## src/rtl/fpnew_pkg_snax.sv

```systemverilog
// ============================================================================
// Package      : fpnew_pkg_snax
// Description  : Rounding-mode encoding, status struct and helpers shared by
//                the rounding pipeline and its lanes.
// Revision     : 1.0 - initial release
// ============================================================================
`default_nettype none

package fpnew_pkg_snax;

    typedef enum logic [2:0] {
        RNE = 3'b000,
        RTZ = 3'b001,
        RDN = 3'b010,
        RUP = 3'b011,
        RMM = 3'b100,
        ROD = 3'b101,
        DYN = 3'b111
    } roundmode_e;

    typedef struct packed {
        logic inexact;
        logic carry;
        logic exact_zero;
    } round_status_t;

    // ROD and DYN exist in the encoding but are not supported by this stage
    function automatic logic is_valid_roundmode(input logic [2:0] mode);
        case (mode)
            RNE, RTZ, RDN, RUP, RMM: return 1'b1;
            default:                 return 1'b0;
        endcase
    endfunction

endpackage

`default_nettype wire

```

## src/rtl/fpnew_rounding_lane.sv

```systemverilog
// ============================================================================
// Module       : fpnew_rounding_lane
// Description  : Combinational single-lane IEEE-754 round-up decision,
//                increment and status flag generation.
// Revision     : 1.0 - initial release
// ============================================================================
`default_nettype none

module fpnew_rounding_lane
    import fpnew_pkg_snax::*;
#(
    parameter int AbsWidth = 16
) (
    input  logic [AbsWidth-1:0] abs_i,
    input  logic                sign_i,
    input  logic [1:0]          rs_i,
    input  logic                eff_sub_i,
    input  roundmode_e          rnd_mode_i,
    output logic [AbsWidth-1:0] abs_o,
    output logic                sign_o,
    output round_status_t       status_o
);

    logic w_round_up;
    logic w_exact_zero;

    // Unsupported encodings fall to the default and behave as truncation
    always_comb begin
        w_round_up = 1'b0;
        case (rnd_mode_i)
            RNE: begin
                case (rs_i)
                    2'b10:   w_round_up = abs_i[0];
                    2'b11:   w_round_up = 1'b1;
                    default: w_round_up = 1'b0;
                endcase
            end
            RDN:     w_round_up = (|rs_i) & sign_i;
            RUP:     w_round_up = (|rs_i) & ~sign_i;
            RMM:     w_round_up = rs_i[1];
            default: w_round_up = 1'b0;
        endcase
    end

    assign w_exact_zero = (abs_i == '0) && (rs_i == 2'b00);

    assign abs_o               = abs_i + AbsWidth'(w_round_up);
    assign status_o.inexact    = |rs_i;
    assign status_o.carry      = w_round_up & (&abs_i);
    assign status_o.exact_zero = w_exact_zero;
    // A cancelled sum is +0 except when rounding toward -inf
    assign sign_o = (w_exact_zero & eff_sub_i) ? (rnd_mode_i == RDN) : sign_i;

endmodule

`default_nettype wire

```

## src/rtl/fpnew_rounding_pipe.sv

```systemverilog
// ============================================================================
// Module       : fpnew_rounding_pipe
// Description  : Multi-lane rounding stage with an elastic valid/ready
//                pipeline, tag passthrough and flush.
//                Optional per-lane mask: FPNEW_ROUNDING_LANE_MASK_EN.
// Revision     : 1.0 - initial release
// ============================================================================
`default_nettype none

module fpnew_rounding_pipe
    import fpnew_pkg_snax::*;
#(
    parameter int NumLanes    = 4,
    parameter int AbsWidth    = 16,
    parameter int NumPipeRegs = 1,
    parameter int TagWidth    = 4
) (
    input  logic                         clk_i,
    input  logic                         rst_ni,
    input  logic                         flush_i,
    input  logic                         in_valid_i,
    output logic                         in_ready_o,
    input  logic [2:0]                   rnd_mode_i,
    input  logic [NumLanes-1:0]          eff_sub_i,
    input  logic [NumLanes*AbsWidth-1:0] abs_value_i,
    input  logic [NumLanes-1:0]          sign_i,
    input  logic [NumLanes*2-1:0]        rs_bits_i,
    input  logic [TagWidth-1:0]          tag_i,
`ifdef FPNEW_ROUNDING_LANE_MASK_EN
    input  logic [NumLanes-1:0]          lane_mask_i,
`endif
    output logic                         out_valid_o,
    input  logic                         out_ready_i,
    output logic [NumLanes*AbsWidth-1:0] abs_rounded_o,
    output logic [NumLanes-1:0]          sign_o,
    output logic [NumLanes-1:0]          exact_zero_o,
    output logic [NumLanes-1:0]          inexact_o,
    output logic [NumLanes-1:0]          carry_o,
    output logic                         mode_err_o,
    output logic [TagWidth-1:0]          tag_o,
    output logic                         busy_o
);

    localparam int LW = NumLanes * AbsWidth;
    localparam int PW = LW + 4 * NumLanes + 1 + TagWidth;

    logic [NumLanes-1:0] w_lane_en;
    logic [LW-1:0]       w_abs;
    logic [NumLanes-1:0] w_sign;
    logic [NumLanes-1:0] w_inexact;
    logic [NumLanes-1:0] w_carry;
    logic [NumLanes-1:0] w_zero;
    logic                w_mode_err;
    logic [PW-1:0]       w_payload;
    logic [PW-1:0]       w_out_payload;

`ifdef FPNEW_ROUNDING_LANE_MASK_EN
    assign w_lane_en = lane_mask_i;
`else
    assign w_lane_en = '1;
`endif

    for (genvar l = 0; l < NumLanes; l++) begin : g_lane
        logic [AbsWidth-1:0] w_abs_l;
        logic                w_sign_l;
        round_status_t       w_status_l;

        fpnew_rounding_lane #(
            .AbsWidth (AbsWidth)
        ) u_lane (
            .abs_i      (abs_value_i[l*AbsWidth +: AbsWidth]),
            .sign_i     (sign_i[l]),
            .rs_i       (rs_bits_i[2*l +: 2]),
            .eff_sub_i  (eff_sub_i[l]),
            .rnd_mode_i (roundmode_e'(rnd_mode_i)),
            .abs_o      (w_abs_l),
            .sign_o     (w_sign_l),
            .status_o   (w_status_l)
        );

        assign w_abs[l*AbsWidth +: AbsWidth] = w_lane_en[l] ? w_abs_l : '0;
        assign w_sign[l]    = w_lane_en[l] & w_sign_l;
        assign w_inexact[l] = w_lane_en[l] & w_status_l.inexact;
        assign w_carry[l]   = w_lane_en[l] & w_status_l.carry;
        assign w_zero[l]    = w_lane_en[l] & w_status_l.exact_zero;
    end

    assign w_mode_err = ~is_valid_roundmode(rnd_mode_i);
    assign w_payload  = {w_abs, w_sign, w_inexact, w_carry, w_zero, w_mode_err, tag_i};
    assign {abs_rounded_o, sign_o, inexact_o, carry_o, exact_zero_o, mode_err_o, tag_o} = w_out_payload;

    if (NumPipeRegs == 0) begin : g_comb
        assign w_out_payload = w_payload;
        assign out_valid_o   = in_valid_i & ~flush_i;
        assign in_ready_o    = out_ready_i;
        assign busy_o        = 1'b0;
    end else begin : g_pipe
        logic [NumPipeRegs-1:0] r_valid;
        logic [PW-1:0]          r_data [NumPipeRegs];
        logic [NumPipeRegs-1:0] w_ready;
        logic [NumPipeRegs:0]   w_vin;
        logic [PW-1:0]          w_din  [NumPipeRegs+1];

        assign w_vin    = {r_valid, in_valid_i};
        assign w_din[0] = w_payload;
        for (genvar k = 0; k < NumPipeRegs; k++) begin : g_link
            assign w_din[k+1] = r_data[k];
        end

        // A stage can load when any stage from it to the output has a hole
        always_comb begin
            w_ready = '0;
            for (int k = 0; k < NumPipeRegs; k++) begin
                w_ready[k] = out_ready_i;
                for (int j = k; j < NumPipeRegs; j++) begin
                    if (!r_valid[j]) w_ready[k] = 1'b1;
                end
            end
        end

        always_ff @(posedge clk_i or negedge rst_ni) begin
            if (!rst_ni) begin
                r_valid <= '0;
                for (int k = 0; k < NumPipeRegs; k++) r_data[k] <= '0;
            end else begin
                for (int k = 0; k < NumPipeRegs; k++) begin
                    if (flush_i) begin
                        r_valid[k] <= 1'b0;
                    end else if (w_ready[k]) begin
                        r_valid[k] <= w_vin[k];
                    end
                    if (w_ready[k] && w_vin[k] && !flush_i) begin
                        r_data[k] <= w_din[k];
                    end
                end
            end
        end

        assign in_ready_o    = w_ready[0];
        assign out_valid_o   = r_valid[NumPipeRegs-1];
        assign w_out_payload = w_din[NumPipeRegs];
        assign busy_o        = |r_valid;
    end

endmodule

`default_nettype wire
```

## config.mk

```make
export PLATFORM = sky130hd
export DESIGN_NAME = fpnew_rounding_pipe
export DESIGN_NICKNAME = d
export VERILOG_FILES = /design/src/rtl/fpnew_pkg_snax.sv /design/src/rtl/fpnew_rounding_lane.sv /design/src/rtl/fpnew_rounding_pipe.sv
export SDC_FILE = /design/constraint.sdc
export NUM_CORES = 1
export LEC_CHECK = 0
export BUFFER_PORTS_ARGS = -buffer_cell sky130_fd_sc_hd__buf_2
export CAP_MARGIN = 20
export CORE_MARGIN = 2
export CORE_UTILIZATION = 45
export DETAILED_ROUTE_END_ITERATION = 7
export MAX_ROUTING_LAYER = met4
export PLACE_DENSITY_LB_ADDON = 0.08
export SYNTH_ARGS = -nofsm -noshare
export SYNTH_HDL_FRONTEND = slang
export SYNTH_SLANG_ARGS = --single-unit
```

## constraint.sdc

```tcl
create_clock -name clk_i -period 4.2 [get_ports clk_i]
set_input_delay 0.21 -clock clk_i [delete_from_list [all_inputs] [get_ports clk_i]]
set_output_delay 0.21 -clock clk_i [all_outputs]
set_load 0.05 [all_outputs]
```

; After elaboration in Yosys (flattened, before gate mapping)
; Index checks and enable logic that the tools add are counted.
; W data, S select, Z words.
[op_classes]
add_sub_neg = 4
n_eq_ne = 12
mux = 16
bitwise_logic = 21
reduce_logical = 26
[op_table]
columns = cell, count
row1 = $add A16 B1 Y16, 4
row2 = $logic_not A16 Y1, 4
row3 = $reduce_and A16 Y1, 4
row4 = $and A1 B1 Y1, 16
row5 = $eq A2 B2 Y1 const B, 8
row6 = $pmux W1 S4, 4
row7 = $logic_not A2 Y1, 4
row8 = $mux W1, 8
row9 = $pmux W1 S2, 4
row10 = $reduce_or A2 Y1, 4
row11 = $eq A3 B2 Y1 const B, 2
row12 = $logic_and A1 B1 Y1, 6
row13 = $not A1 Y1, 5
row14 = $reduce_or A5 Y1, 1
row15 = $eq A3 B1 Y1 const B, 1
row16 = $eq A3 B3 Y1 const B, 1
row17 = $logic_not A3 Y1, 1
row18 = $reduce_bool A2 Y1, 1
row19 = $logic_not A1 Y1, 1
[word_totals]
reg_bits = 86
output_inout_bits = 88
wordCells = 81

; Depth between registers and ports, before layout
[logic_depth]
ltp_word = 4
ltp_mapped = 10

; Modules after synthesis
; From an unflattened synthesis, not the netlist that was laid out.
[hier_totals]
hier_cells = 448
area_unflattened_um2 = 5002.3
[by_module_without_submodules]
columns = mod, instances, cells_per_inst, area_per_inst_um2
row1 = fpnew_rounding_pipe, 1, 188, 3245.6
row2 = fpnew_rounding_lane, 4, 65, 439.2

; Worst setup path before layout
; OpenSTA, ideal clock, no wires.
[synth_path]
path_kind = input to register
startpoint = input rnd_mode_i[0]
endpoint = register g_pipe.r_data[34] (netlist bit)
arrival_time_ps = 2112
path_slack_ps = 2006
cell_stages = 8
n_path_buf = 1
cell_sequence = buf_2 -> or3b_2 -> o32ai_1 -> ha_1 -> and2_1 -> nand2_1 -> or4_1 -> a31oi_1
[synth_between]
elab_chain_len = 3
[synth_rtl]
columns = element, line_no
row1 = from (decl), fpnew_rounding_pipe.sv:23  ; input logic [2:0] rnd_mode_i,
row2 = $eq A3 B3 Y1 (tied with other cells), fpnew_rounding_lane.sv:30  ; case (rnd_mode_i)
row3 = $pmux W1 S4 (*), fpnew_rounding_lane.sv:30
row4 = $add A16 B1 Y16 (*), fpnew_rounding_lane.sv:47  ; assign abs_o = abs_i + AbsWidth'(w_round_up);
row5 = "to (signal, indexed assignment)", fpnew_rounding_pipe.sv:133  ; r_data[k] <= w_din[k];
row6 = to (decl), fpnew_rounding_pipe.sv:99  ; logic [PW-1:0] r_data [NumPipeRegs];
; Every way passes the cells marked *; elsewhere a longest branch is shown, timed or not.
; A chain may end at the register's enable or synchronous reset.

; Worst setup path after layout
; Same ends and word-level chain as after synthesis.

==> impl_results.md <==
* First-pass GRT wire length at between 20,000 and 25,000 um
* Synth top area share at 45.4%
* Sw frac at between 30% and 40%
* Delay-heaviest family, CP: simple AND/OR/NAND/NOR gates
* # diodes at 0
* Clk_lat worst skew at 0.36 ns
* Critical Path RT at between 4 and 5 ns
* Placed Cells incl. Taps at 839
* Hold slack at about 0.016 ns
* Startpoint types: primary input
* Met2 WL post-DR at approximately 6000 um
* GR Util All Layers at roughly a quarter
* Vias in the first global route at around 4,400
* Clock share of power at a little over a quarter
* Clock root buffer: clkbuf_8
* H-tree Lvls at 3
* Seq/Total Area, Yosys at 45.4%
* Syn Area/Cell at about 8.6 um^2
* Largest net degree at the start of global routing at roughly 130
* Met1 Routed Length at approximately 6000 um
* Worst setup path class: in -> reg
* YS warnings at 0
* Origin of the worst setup path: rnd_mode_i[0]
* Flop pwr share at approximately two fifths
* Final nets at 816
* Antenna Nets Post-Route at 0
* DRT Pass-1 Iters at 4
* Vias per std cell at approximately 5.2
* CP max stage delay at a little over 0.5 ns
* Worst hold start: flush_i
* Max Slew Vio Count at 0
* Top_reg_cell synth: dfrtp_1
* CP endpoint kind: flop
* CP cell instances: buf_2, or3b_2, o32ai_1, ha_1, and2_1, nand2_1, or4_1, a31oi_1
* EDFF count, synth at 0
* CP bufs+invs at 1
* HP Class: in -> reg
* Synthesized Nets at between 600 and 700
* MaxCap Viol Count at 0
* Core Area at 10,300 um^2
* Initial antenna violation count at 0
* Reg2reg start: busy_o
* Hold endpoint: busy_o
* Distinct cells, synth at 34
* CP max stage cell: or4_1
* Chip height at approximately 110 um
* Rows at 37
* Highest Signal Layer: met4
* Period utilization at approximately half
* Post-CTS sizing at 0
* Logic pwr share at 33.5%
* Cell count along the critical path at 8
* Slew headroom at 58.0%
* First DRT Iteration DRCs at 150
* Final hold vios at 0
* CP max FO at 10
* P&R area growth vs syn at 26.0%
* GPL Wtd Cong at 0.851
* Net Sw Power at just under 1000 uW
* Worst reg2reg endpoint: g_pipe.r_data[67]
* Leakage power total at ~0.0028 uW
* Setup_tns at 0 ns
* Arrival time worst endpoint at between 2 and 2.5 ns
* Synth Cell Area at ~4700 um^2
* Final min period at about 2.0 ns
* Hold Crit Depth at 2
* Fmax at a little under 0.5 GHz
* Seq cells post-synth at 86
* Status: finished clean
* Unrepaired setup endpoints after global routing: no
* CTS tree: yes
* Worst IR Drop VDD at between 0.2 and 0.25 mV
* Area contributors post-synth: dfrtp_1, nand2_1, xnor2_1
* Clock sinks at 86
* Setup violations, final at 0
* PD cells at roughly 420 nW/um^2
* Reg-to-reg setup timing slack at 2.16 ns
* Int Pwr at 1500 uW
* Buffers on Ports at between 150 and 200
* Asr flop ratio synth at between 90% and 100%
* Dominant cell type by area after synthesis: dfrtp_1
* Non-filler cells, final at between 800 and 900
* WL per Instance at ~15 um
* DRC viols at 0
* Die area at 11,400 um^2
* Fraction of layout cells with a size suffix above 1 at between 20% and 30%
* Starting density of the core at 46.1%
* Clock tree buffer depth at 2
* CTS Buf Count at 9
* Setup Skew at about 0.0032 ns
* R2R depth at 6
* Grt ovf at 0
* Syn Inst Count at 550
* Worst-path clk slew at around 0.08 ns
* Routed wire length at roughly 13,000 um
* Ports at 180
* Dpl hpwl at a little under 10,000 um
* Met3 WL at a little over 800 um
* Slew @ Worst Pin at ~0.63 ns
* Die width at ~110 um
* Detailed-route via count at between 4,000 and 5,000
sequential cells by signal (all words and copies together), names as in the netlist:
register	flops
g_pipe.r_data	85
busy_o	1
how the worst max path moves through the flow:
stage	endpoint
after global routing	g_pipe.r_data[67]
after CTS	g_pipe.r_data[70]
after detailed placement	g_pipe.r_data[34]
after global placement	g_pipe.r_data[34]
after floorplan	g_pipe.r_data[34]
final	g_pipe.r_data[34]
cell usage in the layout, fill, tap and decap left out:
master and count:
o31ai_1 7, clkinv_2 2, o21ai_0 62, clkbuf_8 11, dfrtp_1 86, o311ai_0 4
a211o_1 1, inv_1 13, dlygate4sd3_1 1, o2111ai_1 1, and4_1 3, nand2b_4 2
nor3_1 15, and3_1 2, o32ai_1 3, o211ai_1 1, nor2_1 19, ha_1 8
buf_2 178, buf_16 1, buf_4 4, or3b_2 3, nor4_1 31, nor4b_1 1
xnor2_1 37, nand2b_1 1, or4_4 1, nand2_1 128, a31oi_1 1, bufinv_16 2
nand4_1 28, nand3_1 29, nor2b_1 1, xor2_1 22, or2_2 2, and2_1 3
or4_1 6
cells in the mapped netlist, types with 2 or more instances:
| cell type | instances |
|---|---|
| nand2_1 | 128 |
| dfrtp_1 | 86 |
| o21ai_0 | 62 |
| xnor2_1 | 37 |
| nor4_1 | 31 |
| nand3_1 | 29 |
| nand4_1 | 28 |
| xor2_1 | 22 |
| nor2_1 | 19 |
| clkbuf_1 | 16 |
| nor3_1 | 15 |
| inv_1 | 13 |
| buf_2 | 11 |
| ha_1 | 8 |
| o31ai_1 | 7 |
| or4_1 | 6 |
| o311ai_0 | 4 |
| and2_1 | 3 |
| and4_1 | 3 |
| o32ai_1 | 3 |
| or3b_2 | 3 |
| and3_1 | 2 |
| nand2b_1 | 2 |
| or2_2 | 2 |
metal layers:
metal  vias up  track usage [%]
met1      2075             33.2
met2       141             37.2
met3        12             4.92
met4         0             7.33
met5         -                -
li1       2261                -
power by group through the flow:
stage	registers [uW]	clock network [uW]	logic [uW]
6_report	998	657	836
5_1_grt	1010	712	895
4_1_cts	1000	674	839
3_5_place_dp	1020	0	838
3_3_place_gp	1010	0	830
2_1_floorplan	1420	0	172
cell type report:
| class | instances | area [um^2] |
|---|---|---|
| Fill cell | 1043 | 4310 |
| Inverter | 13 | 48.8 |
| Sequential cell | 86 | 2150 |
| Multi-Input combinational cell | 422 | 2410 |
| Tap cell | 136 | 170 |
| Timing Repair Buffer | 184 | 958 |
| Clock buffer | 11 | 151 |
| Clock inverter | 4 | 70.1 |
what timing repair did:
item                      CTS  global route
hold buffers                1             0
buffers inserted            0             0
hold endpoints to repair   37             0
cells by family after synthesis:
family,Yosys count,synth area share [%]
buffers and inverters,42,3.73
DFF,86,45.4
xor gates and xnor gates,59,10.9
and+or+nand+nor,275,28.2
adders and majority gates,8,2.11
AOI/OAI and AO/OA,80,9.62
through the flow:
step,util (%),instance area [um^2],setup slack (ns),total power [uW]
5_1_grt,58.0,5970,1.95,2620
6_report,58.0,5970,2.15,2490
2_1_floorplan,-,4740,2.01,1590
4_1_cts,57.8,5940,1.81,2510
3_5_place_dp,55.5,5710,1.80,1850
3_3_place_gp,55.5,5710,1.87,1840
Power figures use the tool's default switching activity.
